File: src/rtl/stage_reg_ctx.sv
// Purpose: parametrised pipeline stage register with a nested-interrupt context stack.
// Latency: one cycle from in_* to out_*; ctx_full/ctx_empty decode ctx_level combinationally.
// Backpressure: stall holds the register; flush and interrupts override stall and always win.
module stage_reg_ctx #(
  parameter int WIDTH     = 32,
  parameter int LANES     = 8,
  parameter int CTX_DEPTH = 4,
  localparam int DW       = $clog2(CTX_DEPTH + 1)
) (
  input  logic                   Clk,
  input  logic                   Rst_n,
  input  logic                   flush,
  input  logic                   stall,
  input  logic                   int_detect,
  input  logic                   int_return,
  input  logic                   clr_err,
  input  logic                   in_valid,
  input  logic [LANES*WIDTH-1:0] in_data,
  output logic                   out_valid,
  output logic [LANES*WIDTH-1:0] out_data,
  output logic [DW-1:0]          ctx_level,
  output logic                   ctx_full,
  output logic                   ctx_empty,
  output logic                   ctx_ovf,
  output logic                   ctx_udf
);

  localparam int DATA_W  = LANES * WIDTH;
  localparam int ENTRY_W = DATA_W + 1;
  localparam int AW      = (CTX_DEPTH > 1) ? $clog2(CTX_DEPTH) : 1;
  localparam logic [DW-1:0] DEPTH_L = DW'(CTX_DEPTH);

  logic [DATA_W-1:0]  data_q, data_d;
  logic               valid_q, valid_d;
  logic [DW-1:0]      level_q, level_d;
  logic               ovf_q, ovf_d;
  logic               udf_q, udf_d;
  logic               push, ovf_set, udf_set;
  logic               full, empty;
  logic [AW-1:0]      push_idx, pop_idx;

  // Each entry is {valid, lanes}; storage needs no reset since ctx_level gates every read.
  logic [ENTRY_W-1:0] stack_q [CTX_DEPTH];

  assign full     = (level_q == DEPTH_L);
  assign empty    = (level_q == '0);
  assign push_idx = AW'(level_q);
  assign pop_idx  = AW'(level_q - 1'b1);

  // Next-state: flush > int_detect > int_return > stall > load; counter never wraps.
  always_comb begin
    data_d  = data_q;
    valid_d = valid_q;
    level_d = level_q;
    push    = 1'b0;
    ovf_set = 1'b0;
    udf_set = 1'b0;
    if (flush) begin
      data_d  = '0;
      valid_d = 1'b0;
    end else if (int_detect) begin
      data_d  = '0;
      valid_d = 1'b0;
      if (full) begin
        ovf_set = 1'b1;
      end else begin
        push    = 1'b1;
        level_d = level_q + 1'b1;
      end
    end else if (int_return) begin
      if (empty) begin
        udf_set = 1'b1;
        data_d  = '0;
        valid_d = 1'b0;
      end else begin
        {valid_d, data_d} = stack_q[pop_idx];
        level_d           = level_q - 1'b1;
      end
    end else if (!stall) begin
      data_d  = in_data;
      valid_d = in_valid;
    end
    // A new error in the same cycle as clr_err keeps the flag set.
    ovf_d = ovf_set | (ovf_q & ~clr_err);
    udf_d = udf_set | (udf_q & ~clr_err);
  end

  // Stage register, depth counter and sticky error flags.
  always_ff @(posedge Clk or negedge Rst_n) begin
    if (!Rst_n) begin
      data_q  <= '0;
      valid_q <= 1'b0;
      level_q <= '0;
      ovf_q   <= 1'b0;
      udf_q   <= 1'b0;
    end else begin
      data_q  <= data_d;
      valid_q <= valid_d;
      level_q <= level_d;
      ovf_q   <= ovf_d;
      udf_q   <= udf_d;
    end
  end

  // Context push captures the current outputs before they are bubbled.
  always_ff @(posedge Clk) begin
    if (push) begin
      stack_q[push_idx] <= {valid_q, data_q};
    end
  end

  assign out_valid = valid_q;
  assign out_data  = data_q;
  assign ctx_level = level_q;
  assign ctx_full  = full;
  assign ctx_empty = empty;
  assign ctx_ovf   = ovf_q;
  assign ctx_udf   = udf_q;

endmodule

File: config.mk
export PLATFORM = sky130hd
export DESIGN_NAME = stage_reg_ctx
export DESIGN_NICKNAME = d
export VERILOG_FILES = /design/src/rtl/stage_reg_ctx.sv
export SDC_FILE = /design/constraint.sdc
export NUM_CORES = 1
export LEC_CHECK = 0
export CAP_MARGIN = 20
export CORE_MARGIN = 2
export CORE_UTILIZATION = 56
export CTS_CLUSTER_SIZE = 20
export DETAILED_ROUTE_END_ITERATION = 10
export MAX_ROUTING_LAYER = met4
export PLACE_DENSITY = 0.91
export SETUP_SLACK_MARGIN = 0.05
export SKIP_LAST_GASP = 1
export SLEW_MARGIN = 20
export SYNTH_ARGS = -nofsm -noshare
export SYNTH_HDL_FRONTEND = slang
export SYNTH_SLANG_ARGS = --single-unit
File: constraint.sdc
create_clock -name Clk -period 15.7 [get_ports Clk]
set_clock_uncertainty 0.05 [all_clocks]
set_input_delay 1.57 -clock Clk [delete_from_list [all_inputs] [get_ports Clk]]
set_output_delay 1.57 -clock Clk [all_outputs]
set_load 0.005 [all_outputs]
Yosys cells after proc, flatten, opt, wreduce, memory -nomap -nowiden
Memories as Yosys holds them, arrays and structs flattened.
Index checks and enable logic that the tools add are counted.
{"block": "word_totals", "regBits": 262, "ram_bits": 1028, "in_bits": 264, "output_inout_bits": 264, "memories": 1}
{"name": "stack_q", "depth": 4, "word_bits": 257, "rd": 1, "rd_ports_with_merged_regs": 0, "wr": 1, "line": "43", "source": "logic [ENTRY_W-1:0] stack_q [CTX_DEPTH];"}
{"block": "op_classes", "addsub": 2, "n_eq_ne": 4, "muxes": 26, "n_bitwise": 6, "reduce_logical": 3}
{"op": "$mux W256", "count": 5}
{"op": "$mux W1", "count": 17}
{"op": "$mux W3", "count": 4}
{"op": "$ne A2 B2 Y1 const B", "count": 2}
{"op": "$ne A4 B2 Y1 const B", "count": 1}
{"op": "$reduce_and A4 Y1", "count": 1}
{"op": "$add A3 B1 Y3 const B", "count": 1}
{"op": "$eq A3 B3 Y1 const B", "count": 1}
{"op": "$logic_not A3 Y1", "count": 1}
{"op": "$sub A3 B1 Y3 const B", "count": 1}
{"op": "$and A1 B1 Y1", "count": 2}
{"op": "$not A1 Y1", "count": 2}
{"op": "$or A1 B1 Y1", "count": 2}
{"op": "$reduce_bool A2 Y1", "count": 1}

Depth between registers and ports, before layout
Gate-level depths: netlist of run 1.
{"block": "logic_depth", "ltp_word": 6, "depth_mapped": 12, "ltp_nobuf": 6}

Worst setup path before layout of run 1
Ideal clock, no wire load.
{"block": "synth_path", "path_type": "input-to-reg", "startpoint": "in int_detect", "endpoint": "mem stack_q[3][0] in the netlist's numbering (enable)", "arrival_time_ns": 12.494, "path_slack_ns": 2.278, "cell_stages": 3, "path_buffers": 0, "path_cell_list": "nor2b_1 -> nand2_1 -> nor2_1"}
{"block": "synth_via", "elab_chain_cells": 4}
{"item": "start: declaration", "line": "14", "source": "input logic int_detect,"}
{"item": "$mux W1", "line": "61", "source": "end else if (int_detect) begin"}
{"item": "$mux W1", "line": "58", "source": "if (flush) begin"}
{"item": "$mux W1", "line": "107", "source": "if (push) begin"}
{"item": "$mux W1 (implied by the code)", "line": "108", "source": "stack_q[push_idx] <= {valid_q, data_q};"}
{"item": "end: declaration", "line": "43"}
No other way between the ends.

Final worst setup path of run 1
{"block": "layout_path", "startpoint": "in int_detect", "endpoint": "mem stack_q[3][233] in the netlist's numbering (enable)"}
The elaborated chain is that of the path after synthesis.

==> results of run 1 <==
## cell type report
| class | count | share of cell area |
|---|---|---|
| Antenna cell | 3 | 0.000126 |
| Tap cell | 1155 | 0.0243 |
| Clock inverter | 60 | 0.0113 |
| Sequential cell | 1290 | 0.631 |
| Multi-Input combinational cell | 1059 | 0.183 |
| Inverter | 6 | 0.000379 |
| Clock buffer | 165 | 0.0558 |
| Timing Repair Buffer | 559 | 0.0943 |
## cell usage after synthesis (all sizes together)
library cell  instances  area [µm²]
ha                    5        62.6
and3                  3        18.8
xnor2                 1        8.76
nand2               261         980
or3                   1        6.26
dfrtp               262        6560
a21oi                 3        15.0
nand3                 1        5.00
nand2b                2        12.5
nor2b                 1        6.26
clkbuf               32         138
o21a                  1        7.51
nor2                  3        11.3
o21ai               258        1290
nand3b                1        7.51
o22ai                 2        12.5
mux4                257        5790
edfxtp             1028       30900
mux2i               258        2580
inv                   6        22.5
xor2                  1        8.76
buf                 113         737
## power groups by stage
stage / registers, mW / logic (mW) / clock network [mW]
4_1_cts: 4.48 / 2.38 / 2.98
3_3_place_gp: 4.49 / 2.26 / 0
2_1_floorplan: 4.50 / 1.65 / 0
5_1_grt: 4.52 / 2.49 / 3.09
3_5_place_dp: 4.54 / 2.32 / 0
6_report: 4.49 / 2.36 / 2.95
## kinds of logic (layout without fill, tap and decap cells)
group	Yosys count	in the layout
AND/OR/NAND/NOR	273	273
other	0	3
flip-flops	1290	1290
AO/OA/AOI/OAI	264	264
multiplexers	515	515
adder cells (fa/ha/maj)	5	5
XOR/XNOR	2	2
buffers and inverters	151	790
## worst min-delay path by stage
stage | startpoint | end | slack [ns] | cells after the start
2_1_floorplan | ctx_level[2]$_DFFE_PN0P_ | ctx_level[2]$_DFFE_PN0P_ | 0.44 | 1
3_3_place_gp | ctx_level[2]$_DFFE_PN0P_ | ctx_level[2]$_DFFE_PN0P_ | 0.47 | 1
3_5_place_dp | ctx_level[2]$_DFFE_PN0P_ | ctx_level[2]$_DFFE_PN0P_ | 0.48 | 1
4_1_cts | out_data[153]$_DFFE_PN0P_ | stack_q[1][153]$_DFFE_PP_ | 0.51 | 0
5_1_grt | out_data[197]$_DFFE_PN0P_ | stack_q[0][197]$_DFFE_PP_ | 0.53 | 0
6_report | out_data[153]$_DFFE_PN0P_ | stack_q[1][153]$_DFFE_PP_ | 0.50 | 0
## layout by cell type (no fill, tap or decap), types with 3 or more instances in the layout
cell and n:
edfxtp_1 1028, clkdlybuf4s50_1 525, nand2_1 261, dfrtp_1 261
mux2i_1 258, mux4_2 257, o21ai_1 220, clkbuf_16 121
o21ai_0 38, clkbuf_1 32, clkinv_2 26, buf_4 26
bufinv_16 13, clkbuf_8 12, clkinv_1 8, clkinvlp_4 7
inv_1 6, buf_12 6, ha_1 4, diode_2 3
and3_4 3, a21oi_1 3
## layer usage
layer	vias to the layer above	global-route usage
met5	-	-
met4	0	0.106
met3	313	0.0417
met2	1759	0.451
met1	14000	0.355
li1	10900	-
## registers in the layout, indices dropped and copies added (netlist names)
signal,count
ctx_level,3
out_data,256
stack_q,1028
ctx_ovf,1
ctx_udf,1
out_valid,1
## worst max-delay path, delay by kind of cell
kind / cells / cell delay, ns
AND/OR/NAND/NOR: 3 / 0.62
buffers and inverters: 4 / 2.63
## metrics by stage
step	std cells	area [µm²]
final	4297	59400
after global routing	4297	59400
after CTS	4294	59400
after detailed placement	4069	55400
after global placement	4069	55400
after floorplan	2500	49100
==> metrics.md, run 1 <==
| Metric | Value |
|---|---|
| Status | finished clean |
| # H-tree levels | 3 |
| Largest family of logic cells by synthesized area | multiplexers |
| Multi-input gate area | 0.0109 mm² |
| Port Buf Inserts | between 500 and 600 |
| RSZ-0062 raised after global routing | no |
| Min Tclk post-route | 5.21 ns |
| Initial antenna violation count | 3 |
| Clock power frac | 0.301 |
| Peak Freq | 192 MHz |
| Post-Synth XOR/XNOR Area | 0.000356 |
| Die extent in x | 300 µm |
| CTS tree | done |
| Slew Limit Fails | 0 |
| R2r startpoint | ctx_level[0]$_DFFE_PN0P_ |
| Sw Share | 0.278 |
| Post-Synth Simple-Gate Area | 0.0213 |
| Seq/Total Area, Yosys | 0.762 |
| Clk buf depth | 3 |
| FF+latch area | 0.0374 mm² |
| Crit. End Element | flip-flop |
| Maximum VDD drop | ~0.22 mV |
| Critical Path AT | 5.46 ns |
| Avg Cell Area, Syn | 19.7 µm² |
| Syn Nets | 2769 |
| DR WL/cell | approximately 28 µm |
| Iter 0 DRT Violations | 3105 |
| Fill cells | between 4000 and 5000 |
| Mux contribution to synthesized area | 0.170 |
| Starting Density | 0.566 |
| DRT Pass-1 Iters | 6 |
| Power Total | 9.79 mW |
| Sequential power share | 0.458 |
| Compound-cell area share of the yosys netlist | 0.0270 |
| Core Area | 0.0869 mm² |
| Synth cell types | 26 |
| FP Rows | about 110 |
| Gr ovfl total | 0 |
| Setup crit end | stack_q[3][233]$_DFFE_PP_ |
| TNS Setup | 0 ns |
| Reg-to-Reg End | stack_q[3][233]$_DFFE_PP_ |
| Maxcap violations | 0 |
| Post-CTS resize count | 0 |
| CTS clk-pin slew, worst paths | 0.06 ns |
| Fin util | 0.683 |
| Highest routed layer | met4 |
| Num ports | between 500 and 600 |
| Number of clock sinks | 1290 |
| Die Area | 0.0901 mm² |
| WL met3 | 9.89 mm |
| # hold bufs at CTS | 0 |
| CTS buffer count | between 100 and 150 |
| Vias in the first global route | 28500 |
| Worst slew pin tran | roughly 1.3 ns |
| Switching power | 2.72 mW |
| Total GRT Usage | 0.276 |
| Cell Pwr Density | around 170 mW/mm² |
| Final worst slack | 10.49 ns |
| First-pass GRT wire length | 181 mm |
| Cells after Synth | 2500 |
| Cell Chain, Critical Path | clkdlybuf4s50_1, nor2b_1, nand2_1, nor2_4, buf_4, buf_12, buf_4 |
| Min-Delay Path Class | flip-flop to flip-flop |
| Die H | 300 µm |
| Worst-path fanout max | between 100 and 150 |
| P_int | 7.07 mW |
| Max stage delay cell, worst path | buf_4 |
| Final wirelength | 120 mm |
| Gate power share | 0.241 |
| Post-DP HPWL | roughly 66 mm |
| Relative slew slack | 0.146 |
| Critical path required time | 15.95 ns |
| Met1 WL | between 40 and 50 mm |
| Final Hold Viols | 0 |
| Total via count in the routed design | 27100 |
| FF+latch count, synth | roughly 1300 |
| Setup Buffers After CTS | 0 |
| Nets | between 3000 and 4000 |
| Final Setup Violations | 0 |
| Antenna viol nets, final | 0 |
| Most used cell, CP | buf_4 |
| Warnings, synthesis | 0 |
| Largest stage delay, worst path | about 0.89 ns |
| Metal2 WL | 62.3 mm |
| Reg2reg setup slack | 10.70 ns |
| Worst Hold Slack | 0.503 ns |
| Reg2Reg Depth | 8 |
| Final Wtd Congestion | roughly 0.81 |
| Mapped Area | 0.0491 mm² |
| Static leakage | 21.0 nW |
| Kind of critical path | input pin to flip-flop |
| Clock root buffer | clkbuf_16 |
| Worst-Skew Late Latency | 0.71 ns |
| Crit. Startpoint | int_detect |
| Remaining DRCs | 0 |
| Post-place setup slack | approximately 10 ns |
| Area delta synth->final | 20.8% |
| Tcrit/Tclk final | 0.332 |
| Vias per Instance | 6.30 |
| Pin count of the biggest net entering global routing | around 150 |
| CP startpoint kind | input pin |
| Area share of fa/ha/maj cells after synthesis | 0.00127 |
| Share of post-route cells with drive strength above 1 | 0.154 |
Power figures use the tool's default switching activity.
==> inputs of run 2 (changes only) <==
==> constraint.sdc (replaced) <==
create_clock -name Clk -period 5.2 [get_ports Clk]
set_clock_uncertainty 0.05 [all_clocks]
set_input_delay 0.52 -clock Clk [delete_from_list [all_inputs] [get_ports Clk]]
set_output_delay 0.52 -clock Clk [all_outputs]
set_load 0.005 [all_outputs]
==> run 2 against run 1 <==
Critical path depth down 1. Core utilization up 0.70 points. Via count up 0.62%. Highest routed layer unchanged. Largest power group unchanged.
==> metrics.md, run 2 (synthesis results as in run 1) <==
| Metric | Value |
|---|---|
| Gr ovfl total | 0 (unchanged) |
| Maximum VDD drop | 0.684 mV (was 0.216 mV) |
| Num ports | 528 (unchanged) |
| CTS buffer count | 121 (was 119) |
| DRT Pass-1 Iters | 5 (was 6) |
| Antenna viol nets, final | 0 (unchanged) |
| Sequential power share | 0.454 (was 0.458) |
| Placed cell area | 0.0559 mm² (was 0.0554 mm²) |
| Iter 0 DRT Violations | 2924 (was 3105) |
| Switching power | 8.35 mW (was 2.72 mW) |
| Total GRT Usage | 0.279 (was 0.276) |
| Starting Density | 0.566 (unchanged) |
| CTS clk-pin slew, worst paths | 0.07 ns (was 0.06 ns) |
| Final wirelength | 123 mm (was 120 mm) |
| Number of clock sinks | 1290 (unchanged) |
| Clock root buffer | clkbuf_16 (unchanged) |
| DR WL/cell | 28.3 µm (was 28.0 µm) |
| Pin count of the biggest net entering global routing | 130 (was 151) |
| Worst slew pin tran | 1.10 ns (was 1.28 ns) |
| Max stage delay cell, worst path | ha_4 (was buf_4) |
| P_int | 21.5 mW (was 7.07 mW) |
| Most common cell after layout, fill and taps aside | edfxtp_1 (unchanged) |
| Critical Path AT | 3.76 ns (was 5.46 ns) |
| Die Area | 0.0901 mm² (unchanged) |
| Remaining DRCs | 0 (unchanged) |
| Final Wtd Congestion | 0.799 (was 0.809) |
| Min Tclk post-route | approximately 3.3 ns |
| Worst-path fanout max | 61 (was 145) |
| Worst-Skew Late Latency | 0.71 ns (about the same) |
| Gate power share | 0.246 (was 0.241) |
| Clock power frac | 0.300 (was 0.301) |
| Relative slew slack | 0.268 (was 0.146) |
| Commonest cells after routing, fill and taps aside | edfxtp_1 (1028), clkdlybuf4s50_1 (525), dfrtp_1 (261), nand2_1 (260), mux2i_1 (258) (was edfxtp_1 (1028), clkdlybuf4s50_1 (525), nand2_1 (261), dfrtp_1 (261), mux2i_1 (258)) |
| # hold bufs at CTS | 1 (was 0) |
| Fin cells | 4332 (was 4297) |
| Nets | 3338 (was 3304) |
| Total via count in the routed design | 27200 (was 27100) |
| # H-tree levels | 3 (unchanged) |
| Peak Freq | between 300 and 400 MHz |
| Top reg by flops | stack_q (unchanged) |
| RSZ-0062 raised after global routing | no (unchanged) |
| Die extent in x | 300 µm (unchanged) |
| FP Rows | 108 (unchanged) |
| Cell Pwr Density | 498 mW/mm² (was 165 mW/mm²) |
| First-pass GRT wire length | 182 mm (was 181 mm) |
| Tcrit/Tclk final | 0.635 |
| CP delay by family, top | adder cells (was buffers and inverters) |
| Port Buf Inserts | 527 (unchanged) |
| Placed Instances | 4099 (was 4069) |
| Final Instance Area | 0.0600 mm² (was 0.0594 mm²) |
| Buf/Inv on CP | 2 (was 4) |
| Area delta synth->final | 22.0% (was 20.8%) |
| Maxcap violations | 0 (unchanged) |
| Crit. End Element | flip-flop (unchanged) |
| Largest register FFs | 1028 (unchanged) |
| Share of post-route cells with drive strength above 1 | 0.164 (was 0.154) |
| Post-DP HPWL | 67.7 mm (was 65.9 mm) |
| CP startpoint kind | flip-flop (was input pin) |
| Reg2reg setup slack | 1.90 ns (was 10.70 ns) |
| Setup Buffers After CTS | 0 (unchanged) |
| Final Setup Violations | 0 (unchanged) |
| Post-CTS resize count | 0 (unchanged) |
| Vias in the first global route | 28800 (was 28500) |
| Clk buf depth | 3 (unchanged) |
| Sw Share | 0.280 (was 0.278) |
| Vias per Instance | 6.28 (was 6.30) |
| Static leakage | 21.3 nW (was 21.0 nW) |
| Kind of critical path | flip-flop to flip-flop (was input pin to flip-flop) |
| Die H | 300 µm (unchanged) |
| Status | finished clean (unchanged) |
| Largest stage delay, worst path | 0.96 ns (was 0.89 ns) |
| Critical path required time | 5.66 ns (was 15.95 ns) |
| Final Hold Viols | 0 (unchanged) |
| Cell Chain, Critical Path | inv_6, ha_4, buf_4, mux4_2, nand2_1, o21ai_0 (was clkdlybuf4s50_1, nor2b_1, nand2_1, nor2_4, buf_4, buf_12, buf_4) |
| Initial antenna violation count | 1 (was 3) |
| Min-Delay Path Class | input pin to flip-flop (was flip-flop to flip-flop) |
| Slew Limit Fails | 0 (unchanged) |
| CTS tree | done (unchanged) |
| Core Area | 0.0869 mm² (unchanged) |
## run 2: cell count changes in the layout (fill, tap and decap cells not counted), moves of 3 or more
cell	change
buf_12	+22
buf_4	+9
bufinv_16	-3
clkbuf_1	-5
clkbuf_8	+4
clkinv_1	+8
clkinv_16	+3
clkinvlp_4	-5
## run 2: final timing paths
kind                                           from                         to  depth (start not counted)
setup / recovery           ctx_level[0]$_DFFE_PN0P_  out_data[219]$_DFFE_PN0P_                          6
hold / removal                         in_data[109]  out_data[109]$_DFFE_PN0P_                          3
setup reg to reg           ctx_level[0]$_DFFE_PN0P_  out_data[219]$_DFFE_PN0P_                          6
hold reg to reg                   ctx_ovf$_DFF_PN0_          ctx_ovf$_DFF_PN0_                          2
max in group asynchronous                     Rst_n  out_data[121]$_DFFE_PN0P_                          3
min in group asynchronous                     Rst_n   ctx_level[0]$_DFFE_PN0P_                          2
## run 2: metrics by stage
step	utilization	hold WS, ns	TNS, ns	power, mW	setup slack, ns
floorplan	-	0.174	-775.65	18.5	-2.50
global placement	0.643	0.471	0	20.5	1.97
detailed placement	0.643	0.482	0	20.9	1.88
CTS	0.690	0.355	0	30.0	1.81
global route	0.690	0.407	0	30.8	1.75
finish	0.690	0.400	0	29.9	1.90
## run 2: power by group through the flow
stage	logic [mW]	registers [mW]	clock network, mW
2_1_floorplan	5.03	13.4	0
3_3_place_gp	6.97	13.6	0
3_5_place_dp	7.19	13.7	0
4_1_cts	7.40	13.5	9.06
5_1_grt	7.76	13.7	9.43
6_report	7.35	13.6	8.98
## run 2: cell type report
cell class	instances	area, µm²
Antenna cell	1	2.50
Clock buffer	166	3400
Clock inverter	64	667
Fill cell	4980	26900
Inverter	6	27.5
Multi-Input combinational cell	1059	10900
Sequential cell	1290	37400
Tap cell	1155	1450
Timing Repair Buffer	591	6120
## run 2: layer usage
metal / share of wire / GRT usage / routed length, µm
met4: 0.030 / 0.0951 / 3730
met1: 0.36 / 0.352 / 44200
met2: 0.53 / 0.471 / 64600
met3: 0.083 / 0.0392 / 10100
met5: 0 / - / 0
## run 2: worst reg2reg max path: cells and delay by family (launching register included)
family / cells / cell delay [ns]
muxes: 1 / 0.36
AOI/OAI and AO/OA: 1 / 0.13
DFF: 1 / 0.90
adders and majority gates: 1 / 0.97
and+or+nand+nor: 1 / 0.10
buffers and inverters: 2 / 0.61
